[src/rtl/wrr_arbiter.sv]
// -----------------------------------------------------------------------------
// wrr_arbiter
// Weighted round-robin arbiter. One datapath slot is shared among CLIENTS
// requesters; each client may hold the slot for up to its programmed weight
// in consecutive grant cycles before the round-robin search moves on.
//
// Ports
//   clock           in   rising-edge clock
//   reset           in   asynchronous, active-high reset
//   request         in   [CLIENTS]   per-client request (held until granted)
//   stall           in   downstream stall; suppresses grants, freezes scheduling
//   weight_wr_en    in   weight write strobe
//   weight_wr_idx   in   [IDX_W]     client whose weight is written
//   weight_wr_data  in   [WEIGHT_W]  new weight (0 behaves as 1)
//   grant           out  [CLIENTS]   registered one-hot grant, zero when idle/stalled
//   grant_valid     out  |grant
//   grant_idx       out  [IDX_W]     encoded grant index, 0 when grant_valid=0
// -----------------------------------------------------------------------------
module wrr_arbiter #(
   parameter int CLIENTS  = 8,
   parameter int WEIGHT_W = 4,
   localparam int IDX_W   = (CLIENTS > 1) ? $clog2(CLIENTS) : 1
) (
   input  logic                clock,
   input  logic                reset,
   input  logic [CLIENTS-1:0]  request,
   input  logic                stall,
   input  logic                weight_wr_en,
   input  logic [IDX_W-1:0]    weight_wr_idx,
   input  logic [WEIGHT_W-1:0] weight_wr_data,
   output logic [CLIENTS-1:0]  grant,
   output logic                grant_valid,
   output logic [IDX_W-1:0]    grant_idx
);

   typedef enum logic [0:0] {ST_IDLE = 1'b0, ST_GRANT = 1'b1} state_t;

   state_t              state_q, state_d;
   logic [IDX_W-1:0]    owner_q, owner_d;
   logic [WEIGHT_W-1:0] quota_q, quota_d;
   logic [CLIENTS-1:0]  grant_q, grant_d;
   logic                valid_q, valid_d;
   logic [IDX_W-1:0]    gidx_q, gidx_d;
   logic [WEIGHT_W-1:0] weight_q [CLIENTS];

   logic                found_s;
   logic [IDX_W-1:0]    found_idx_s;

   // A zero weight still grants one cycle so a client can never be starved.
   function automatic logic [WEIGHT_W-1:0] eff_quota(input logic [WEIGHT_W-1:0] w);
      return (w == '0) ? WEIGHT_W'(1) : w;
   endfunction

   // Round-robin search: owner+1 first, wrapping, owner itself checked last.
   always_comb begin
      int cand;
      cand        = 0;
      found_s     = 1'b0;
      found_idx_s = '0;
      for (int i = 1; i <= CLIENTS; i++) begin
         cand = (int'(owner_q) + i) % CLIENTS;
         if (!found_s && request[cand[IDX_W-1:0]]) begin
            found_s     = 1'b1;
            found_idx_s = cand[IDX_W-1:0];
         end else begin
            found_s     = found_s;
         end
      end
   end

   // Next-state and next-grant logic. During stall the grant drops but
   // state, owner and remaining quota are held untouched.
   always_comb begin
      state_d = state_q;
      owner_d = owner_q;
      quota_d = quota_q;
      grant_d = '0;
      valid_d = 1'b0;
      gidx_d  = '0;
      if (!stall) begin
         case (state_q)
            ST_IDLE: begin
               if (found_s) begin
                  state_d = ST_GRANT;
                  owner_d = found_idx_s;
                  quota_d = eff_quota(weight_q[found_idx_s]);
                  grant_d = CLIENTS'(1) << found_idx_s;
                  valid_d = 1'b1;
                  gidx_d  = found_idx_s;
               end else begin
                  state_d = ST_IDLE;
               end
            end
            ST_GRANT: begin
               if (request[owner_q] && (quota_q > WEIGHT_W'(1))) begin
                  quota_d = quota_q - WEIGHT_W'(1);
                  grant_d = CLIENTS'(1) << owner_q;
                  valid_d = 1'b1;
                  gidx_d  = owner_q;
               end else if (found_s) begin
                  // Fresh burst; may re-select the same owner if it is alone.
                  owner_d = found_idx_s;
                  quota_d = eff_quota(weight_q[found_idx_s]);
                  grant_d = CLIENTS'(1) << found_idx_s;
                  valid_d = 1'b1;
                  gidx_d  = found_idx_s;
               end else begin
                  // Owner is kept so the next search still starts after it.
                  state_d = ST_IDLE;
               end
            end
            default: begin
               state_d = ST_IDLE;
            end
         endcase
      end else begin
         grant_d = '0;
      end
   end

   // Scheduler state and registered grant outputs.
   always_ff @(posedge clock or posedge reset) begin
      if (reset) begin
         state_q <= ST_IDLE;
         owner_q <= IDX_W'(CLIENTS - 1);
         quota_q <= '0;
         grant_q <= '0;
         valid_q <= 1'b0;
         gidx_q  <= '0;
      end else begin
         state_q <= state_d;
         owner_q <= owner_d;
         quota_q <= quota_d;
         grant_q <= grant_d;
         valid_q <= valid_d;
         gidx_q  <= gidx_d;
      end
   end

   // Weight registers; a load on the same edge as a write sees the old value.
   always_ff @(posedge clock or posedge reset) begin
      if (reset) begin
         for (int i = 0; i < CLIENTS; i++) begin
            weight_q[i] <= WEIGHT_W'(1);
         end
      end else if (weight_wr_en && (int'(weight_wr_idx) < CLIENTS)) begin
         weight_q[weight_wr_idx] <= weight_wr_data;
      end else begin
         weight_q <= weight_q;
      end
   end

   assign grant       = grant_q;
   assign grant_valid = valid_q;
   assign grant_idx   = gidx_q;

endmodule

[config.mk]
export PLATFORM = sky130hd
export DESIGN_NAME = wrr_arbiter
export DESIGN_NICKNAME = d
export VERILOG_FILES = /design/src/rtl/wrr_arbiter.sv
export SDC_FILE = /design/constraint.sdc
export NUM_CORES = 1
export LEC_CHECK = 0
export ABC_AREA = 0
export ABC_CLOCK_PERIOD_IN_PS = 8000
export CORE_MARGIN = 2
export CORE_UTILIZATION = 50
export CTS_BUF_LIST = sky130_fd_sc_hd__clkbuf_4
export CTS_CLUSTER_DIAMETER = 80
export DETAILED_ROUTE_END_ITERATION = 16
export PLACE_DENSITY_LB_ADDON = 0.12
export REMOVE_ABC_BUFFERS = 1
export SETUP_SLACK_MARGIN = 0.02
export SLEW_MARGIN = 20
export SYNTH_ARGS = -nofsm -noshare
export SYNTH_HDL_FRONTEND = slang
export SYNTH_SLANG_ARGS = --single-unit
[constraint.sdc]
create_clock -name clock -period 8 [get_ports clock]
set_input_delay 1.2 -clock clock [delete_from_list [all_inputs] [get_ports clock]]
set_output_delay 1.2 -clock clock [all_outputs]
set_load 0.005 [all_outputs]
; After elaboration in Yosys (flattened, before gate mapping)
; Index checks and enable logic that the tools add are counted.
[word_totals]
register_bits = 52
in_bits = 19
out_inout_bits = 12
elab_cells = 120
[op_classes]
add_sub_neg = 9
magnitude_cmp = 13
eq_ne = 1
n_shift = 2
n_mux = 59
bitwise_logic = 4
n_reduce_logical = 18
[ops]
columns = op, count
row1 = 2-to-1 mux 3 bit, 13
row2 = < comparator 3 x 4 -> 1 bit (second input constant), 9
row3 = bitwise mux 32 bit, 1
row4 = binary-select mux 1 bit (select 3 bit), 9
row5 = 2-to-1 mux 4 bit, 6
row6 = 2-to-1 mux 8 bit, 3
row7 = 2-to-1 mux 1 bit, 20
row8 = case mux 8 bit (2 select lines), 1
row9 = left shift 1 x 3 -> 8 bit (first input constant), 2
row10 = adder 3 bit (second input constant), 4
row11 = binary-select mux 4 bit (select 3 bit), 1
row12 = demux 4 bit (select 3 bit), 1
row13 = case mux 3 bit (2 select lines), 2
row14 = logical AND 1 bit, 9
row15 = >= comparator 4 bit (second input constant), 2
row16 = inverter 3 -> 4 bit, 2
row17 = case mux 4 bit (2 select lines), 1
row18 = logical NOT 1 bit, 7
row19 = adder 3 x 1 -> 3 bit (second input constant), 2
row20 = adder 3 x 2 -> 3 bit (second input constant), 2
row21 = greater-than comparator 4 x 1 -> 1 bit (second input constant), 1
row22 = logical NOT 4 bit, 1
row23 = < comparator 4 x 1 -> 1 bit (second input constant), 1
row24 = subtractor 4 x 1 -> 4 bit (second input constant), 1
row25 = 4 further kinds, 5

; Longest topological paths before layout
; Gate-level depths: netlist of the first run.
[logic_depth]
word_depth = 34
depth_mapped = 16
depth_no_buf = 12

; Least setup slack after synthesis of the first run
; OpenSTA, ideal clock, no wires.
[synth_path]
path_type = input -> register
startpoint = input request[7]
endpoint = register quota_q[1]
setup_ns = 0.124
arrival_time_ns = 3.830
required_ns = 7.876
path_slack_ns = 4.046
path_stages = 11
path_buffers = 1
cell_sequence = mux4_2 -> mux2i_1 -> nand3_1 -> or3_1 -> a211oi_1 -> a21o_1 -> buf_6 -> mux4_2 -> nand2_1 -> o21ai_1 -> o31a_1
[synth_between]
elab_chain_len = 33
elab_cells_between_ends = 58
classes_between = 41 x mux / 1 x bitwise / 16 x reduce/logical
[synth_lines]
columns = element, line
row1 = "start, declared", 26  ; input logic [CLIENTS-1:0] request,
row2 = binary-select mux 1 bit (select 3 bit), 62  ; if (!found_s && request[cand[IDX_W-1:0]]) begin
row3 = 2-to-1 mux 1 bit (implied by the code), 62
row4 = 2-to-1 mux 1 bit, 62
row5 = logical NOT 1 bit, 62
row6 = logical AND 1 bit, 62
row7 = 2-to-1 mux 1 bit, 62
row8 = logical NOT 1 bit, 62
row9 = logical AND 1 bit, 62
row10 = (+16 left out), -
row11 = inverter 3 -> 4 bit (implied by the code), "86, 103"
row12 = binary-select mux 4 bit (select 3 bit), "86, 103"
row13 = 2-to-1 mux 4 bit (implied by the code) (2 in series), "86, 103"
row14 = logical NOT 4 bit, 51  ; return (w == '0) ? WEIGHT_W'(1) : w;
row15 = 2-to-1 mux 4 bit, 51
row16 = 2-to-1 mux 4 bit, "83, 100"
row17 = 2-to-1 mux 4 bit, 95  ; if (request[owner_q] && (quota_q > WEIGHT_W'(1))) begin
row18 = case mux 4 bit (2 select lines) *, 81  ; case (state_q)
row19 = "end signal, assigned", 133  ; quota_q <= quota_d;
row20 = "end, declared", 40  ; logic [WEIGHT_W-1:0] quota_q, quota_d;
; Mark *: on every way between the ends. The rest lies on a longest branch, timed or not. The select of a mux whose other input is x is not followed.
; A chain may end at the register's enable or synchronous reset.

; Final worst setup path of the first run
[layout_path]
startpoint = register owner_q[0]
endpoint = register quota_q[2]
[layout_between]
elab_chain_len = 34
elab_cells_between_ends = 66
classes_between = 8 x add/sub / 41 x mux / 1 x bitwise / 16 x reduce/logical
[layout_lines]
columns = element, line
row1 = "start, declared", 39  ; logic [IDX_W-1:0] owner_q, owner_d;
row2 = "start signal, assigned", 125  ; owner_q <= IDX_W'(CLIENTS - 1);
row3 = "start signal, assigned", 132  ; owner_q <= owner_d;
row4 = adder 3 x 1 -> 3 bit, 61  ; cand = (int'(owner_q) + i) % CLIENTS;
row5 = binary-select mux 1 bit (select 3 bit), 62
row6 = 2-to-1 mux 1 bit (implied by the code), 62
row7 = 2-to-1 mux 1 bit, 62
row8 = logical NOT 1 bit, 62
row9 = logical AND 1 bit, 62
row10 = 2-to-1 mux 1 bit, 62
row11 = logical NOT 1 bit, 62
row12 = (+17 left out), -
row13 = inverter 3 -> 4 bit (implied by the code), "86, 103"
row14 = binary-select mux 4 bit (select 3 bit), "86, 103"
row15 = 2-to-1 mux 4 bit (implied by the code) (2 in series), "86, 103"
row16 = logical NOT 4 bit, 51
row17 = 2-to-1 mux 4 bit, 51
row18 = 2-to-1 mux 4 bit, "83, 100"
row19 = 2-to-1 mux 4 bit, 95
row20 = case mux 4 bit (2 select lines) *, 81
; Marks and branches as above.

==> results of run 1 <==
[metal layers]
| metal | wire length, um | vias up | GRT usage (%) |
|---|---|---|---|
| li1 | - | 1253 | - |
| met4 | 81 | 0 | 5.17 |
| met5 | 0 | - | 0 |
| met2 | 3740 | 91 | 34.3 |
| met3 | 383 | 11 | 3.51 |
| met1 | 3590 | 1301 | 31.3 |
[synthesized netlist by cell type (3+ instances only)]
cell type	count
dfrtp_1	41
nand3_1	11
clkbuf_1	3
mux2_2	43
mux4_2	14
a211oi_1	4
o21ai_0	11
mux2i_1	22
dfstp_2	11
nand2_1	22
buf_2	4
nor2_1	18
a22oi_1	3
a21oi_1	11
o311a_1	3
nand2b_1	4
nand4_1	3
buf_6	3
o211ai_1	4
nand4b_1	4
a32o_1	3
nor3_1	7
ha_1	10
inv_1	9
nor2b_1	4
[layout make-up]
class | instances | area, um2 | share of cell area [%]
multi-input cells | 239 | 2060 | 52.8
flip-flops and latches | 52 | 1320 | 33.7
repair buffers | 30 | 300 | 7.70
well taps | 80 | 100 | 2.57
clock buffers | 6 | 45.0 | 1.15
inverters | 11 | 42.5 | 1.09
clock inverters | 2 | 38.8 | 0.995
[cell families after synthesis]
family / share of synthesized area [%]
buffers and inverters: 3.26
AOI/OAI and AO/OA: 12.8
xor gates and xnor gates: 1.00
and+or+nand+nor: 12.0
adders and majority gates: 3.59
DFF: 37.7
muxes: 29.7
[registers in the layout (all words and copies together) (netlist names)]
register     cells
grant            8
quota_q          4
grant_valid      1
weight_q        32
owner_q          3
grant_idx        3
state_q          1
[stage by stage]
| stage | instances | hold WS [ns] | instance area (um2) |
|---|---|---|---|
| after floorplan | 302 | 0.474 | 3410 |
| after global placement | 412 | 0.484 | 3810 |
| after detailed placement | 412 | 0.492 | 3810 |
| after CTS | 420 | 0.525 | 3900 |
| after global routing | 420 | 0.537 | 3900 |
| final | 420 | 0.521 | 3900 |
[final timing paths]
kind	start	endpoint	cells after the start
worst max register to register	owner_q[0]$_DFFE_PP1P_	quota_q[2]$_DFFE_PP0N_	12
max in group asynchronous	reset	weight_q[30]$_DFFE_PP0P_	2
worst min-delay path	weight_q[2]$_DFFE_PP0P_	weight_q[2]$_DFFE_PP0P_	1
worst max-delay path	owner_q[0]$_DFFE_PP1P_	quota_q[2]$_DFFE_PP0N_	12
min in group asynchronous	reset	state_q$_DFFE_PP0N_	2
worst min register to register	weight_q[2]$_DFFE_PP0P_	weight_q[2]$_DFFE_PP0P_	1
==> results.cfg, run 1 <==
[outcome]
outcome = finished clean

[synth]
yosysTopAreaCell = dfrtp_1
syn-cell-area_mm2 = 0.00349
synth-seq-cells = 52
synth_edf_count = 0
ys_seq_area_share_pct = 37.7
synth_area_leaders = dfrtp_1, mux2_2, mux4_2
synth_warnings = 0
synthArstFlopShare_pct = 100
avgSynthCellArea_um2 = 11.1
synth_top_area_share_pct = 29.4
syn-instance-count = 313
ys.flop_type = dfrtp_1
synth_cell_types = 54

[floorplanning]
die_area_mm2 = 0.00766
initial_core_util_pct = 51.6
rows = 30
die_h_um = 87.5
die_w_um = 87.5
coreArea_mm2 = 0.00676
io_pins = 31

[job]
maxCapViolations = 0

[setup_path]
cp-start-kind = register
crit_arrival_ns = 5.11
path_delay_family = multiplexers
cp-end-kind = register
worstPathCellList = inv_2 > ha_1 > mux4_2 > mux2i_1 > o21ai_0 > o21ai_0 > a2bb2oi_1 > a21o_1 > mux4_2 > nand2_1 > o21ai_1 > o311a_1
r2r_slack_ns = 3.16
cp_slowest_stage_delay_ns = 0.87
cp_max_fo = 18
critPathBufInv = 1
crit_required_ns = 8.27
critPathSlowestCell = dfstp_2
crit_type = register to register

[global_routing]
grt_max_degree = 53
overflow = 0
grt_usage_pct = 21.6
grt_pass1_wl_mm = 13.0
grt_pass1_vias = 2491
antenna_found_initial = 0

[cts]
clk_latency_ns = 0.37
cts_sinks = 52
clk_pin_slew_ns = 0.15
htreeDepth = 2
cts_tree = built
ctsRootBufferMaster = clkbuf_4
post_cts_buffers = 0
cts_max_path_buffers = 2
ctsResizeCount = 0
cts_buffers = 5
cts_hold_buf = 0

[placement]
place_congestion = 0.925
dp_slack_ns = 2.96
dp_hpwl_mm = 5.69
io_buffer_count = 30

[worst_hold_path]
hold_path.class = register to register

[sta]
rsz0062_at_grt = no
worstMarginPinSlew_ns = 0.903
fin_crit_ns = 4.84
relSlewSlack_pct = 38.8
finalHoldViolations = 0
setup_ws_ns = 3.16
finalMaxSlewViolations = 0
fin_crit_sh_pct = 60.5
setup_viol = 0
max_freq_mhz = 207
skew_ns = 0.00670
setup-tns-final_ns = 0

[routing]
drc_errors = 0
postRouteAntennaNets = 0
drtIter0Drc = 276
wl_mm = 7.79
vias = 2656
firstDrtPassIters = 5
via_per_inst = 6.32
wl_per_cell_um = 18.5

[cells_and_area]
antenna_cells = 0
final_core_util_pct = 57.7
nets = 368
fill_cells = 589
synthToLayoutAreaGrowth_pct = 11.8
final_cell_mix = mux2_2, dfrtp_1, clkdlybuf4s50_1
final_common_cell = mux2_2
drive_gt1_share_pct = 24.1
Power of run 1 is not shown: default switching activity piles up to over one toggle a cycle in this logic, so the estimate is an artifact.
==> run 2, diff against run 1 <==
--- a/config.mk
+++ b/config.mk
@@ -6,7 +6,7 @@
 export NUM_CORES = 1
 export LEC_CHECK = 0
 export ABC_AREA = 0
-export ABC_CLOCK_PERIOD_IN_PS = 8000
+export ABC_CLOCK_PERIOD_IN_PS = 4320
 export CORE_MARGIN = 2
 export CORE_UTILIZATION = 50
 export CTS_BUF_LIST = sky130_fd_sc_hd__clkbuf_4
==> constraint.sdc (replaced) <==
create_clock -name clock -period 4.32 [get_ports clock]
set_input_delay 0.648 -clock clock [delete_from_list [all_inputs] [get_ports clock]]
set_output_delay 0.648 -clock clock [all_outputs]
set_load 0.005 [all_outputs]
==> run 2 against run 1 <==
Net effect:
- cell count rose by 2.6%
- clock skew up 0.0073 ns
- count of clock-buffer cells in the layout down 1
- register-to-register slack worse by 2.8 ns
- core utilization increased by 1.3 points
- fmax is 22% higher
- hold slack better by 0.0014 ns
- via count increased by 1.2%
- die area stayed put
- non-clock buffer count increased by 11
- first-iteration DRC count is 19% lower
- critical endpoint is now quota_q[0]$_DFFE_PP0N_
==> results.cfg, run 2 (synthesis gave the netlist of run 1 again) <==
[sta]
fin_crit_sh_pct = 91.7
fin_crit_ns = 3.96
worstMarginPinSlew_ns = 0.910
finalMaxSlewViolations = 0
rsz0062_at_grt = no
setup_viol = 0
finalHoldViolations = 0
setup_ws_ns = 0.358
skew_ns = 0.0140
relSlewSlack_pct = 38.4
setup-tns-final_ns = 0
max_freq_mhz = 252

[setup_path]
crit_required_ns = 4.59
cp-start-kind = register
r2r-end = quota_q[0]$_DFFE_PP0N_
ff2ff_path_depth = 14
r2r_slack_ns = 0.36
crit_type = register to register
cp-end-kind = register
cp_max_fo = 17
regToRegStartpoint = owner_q[0]$_DFFE_PP1P_
crit_arrival_ns = 4.23

[cells_and_area]
ff_latch_area_mm2 = 0.00132
fill_cells = 574
drive_gt1_share_pct = 26.8
antenna_cells = 0
synthToLayoutAreaGrowth_pct = 14.3
final_cell_mix = mux2_2, dfrtp_1, clkdlybuf4s50_1
final_common_cell = mux2_2
nets = 379
fin_area_mm2 = 0.00399
top_register = weight_q
multiInputGateArea_mm2 = 0.00206
largest_reg_flops = 32

[cts]
clk_latency_ns = 0.38
cts_buffers = 5
cts_tree = built
cts_sinks = 52
htreeDepth = 2
clk_pin_slew_ns = 0.16
cts_max_path_buffers = 2
ctsRootBufferMaster = clkbuf_4

[placement]
dp_hpwl_mm = 5.90
dp_slack_ns = 0.0699
place_area_mm2 = 0.00390
io_buffer_count = 30
place_congestion = 0.930

[routing]
drc_errors = 0
firstDrtPassIters = 4
postRouteAntennaNets = 0
via_per_inst = 6.24
vias = 2689
drtIter0Drc = 223
wl_per_cell_um = 18.1
wl_mm = 7.80

[outcome]
outcome = finished clean

[global_routing]
grt_pass1_wl_mm = 13.0
grt_usage_pct = 21.8
grt_pass1_vias = 2571
grt_max_degree = 53
antenna_found_initial = 0
overflow = 0

[worst_hold_path]
hold_path.class = register to register
hold_path_depth = 1
hold_start = weight_q[6]$_DFFE_PP0P_
hold_end = weight_q[6]$_DFFE_PP0P_

[floorplanning]
coreArea_mm2 = 0.00676
io_pins = 31
initial_core_util_pct = 51.6
die_area_mm2 = 0.00766
die_h_um = 87.5
rows = 30
die_w_um = 87.5

[job]
maxCapViolations = 0
[run 2: changes by cell type in the layout (fill, tap and decap cells not counted), sizes merged]
cell    previous run  this run
buf                0        11
clkbuf             6         5
clkinv             2         3
[run 2: worst max-delay path by stage]
stage,from,endpoint,slack [ns]
2_1_floorplan,owner_q[0]$_DFFE_PP1P_,quota_q[2]$_DFFE_PP0N_,0.28
3_3_place_gp,request[3],quota_q[0]$_DFFE_PP0N_,0.19
3_5_place_dp,request[3],quota_q[0]$_DFFE_PP0N_,0.07
4_1_cts,owner_q[0]$_DFFE_PP1P_,quota_q[0]$_DFFE_PP0N_,0.29
5_1_grt,owner_q[0]$_DFFE_PP1P_,quota_q[0]$_DFFE_PP0N_,0.05
6_report,owner_q[0]$_DFFE_PP1P_,quota_q[0]$_DFFE_PP0N_,0.36
[run 2: stage by stage]
step           hold slack (ns)  utilization, %  instances
2_1_floorplan            0.474               -        302
3_3_place_gp             0.482            57.7        423
3_5_place_dp             0.492            57.7        423
4_1_cts                  0.527            58.9        431
5_1_grt                  0.550            59.0        431
6_report                 0.523            59.0        431
[run 2: final cells by class]
class	count	area share (%)
multi-input cells	239	51.7
repair buffers	41	9.61
clock inverters	3	1.16
inverters	11	1.07
flip-flops and latches	52	33.0
clock buffers	5	0.942
well taps	80	2.51
[run 2: repair_timing]
action,CTS,global route
hold endpoints to repair,0,0
setup endpoints to repair,0,1
buffers inserted,0,0
hold buffers,0,0
resized for setup,0,1
[run 2: critical path, cell delays in order (launching register included)]
cell	delay, ns
dfstp_2	0.57
buf_4	0.27
ha_1	0.25
ha_1	0.27
inv_1	0.12
mux4_2	0.30
nand3_1	0.19
or3_1	0.44
a211oi_1	0.22
a21o_1	0.23
buf_4	0.20
nor2b_1	0.05
a32o_1	0.25
a221oi_1	0.37
o31ai_1	0.14
[run 2: routing by layer]
metal | global-route usage [%] | share of wire, % | vias up | wire length, um
met1 | 30.2 | 44 | 1322 | 3470
met4 | 4.34 | 0.73 | 0 | 57
met2 | 35.6 | 48 | 87 | 3770
met5 | 0 | 0 | - | 0
li1 | - | - | 1274 | -
met3 | 4.55 | 6.5 | 6 | 505
Power of run 2 is left out for the same reason.
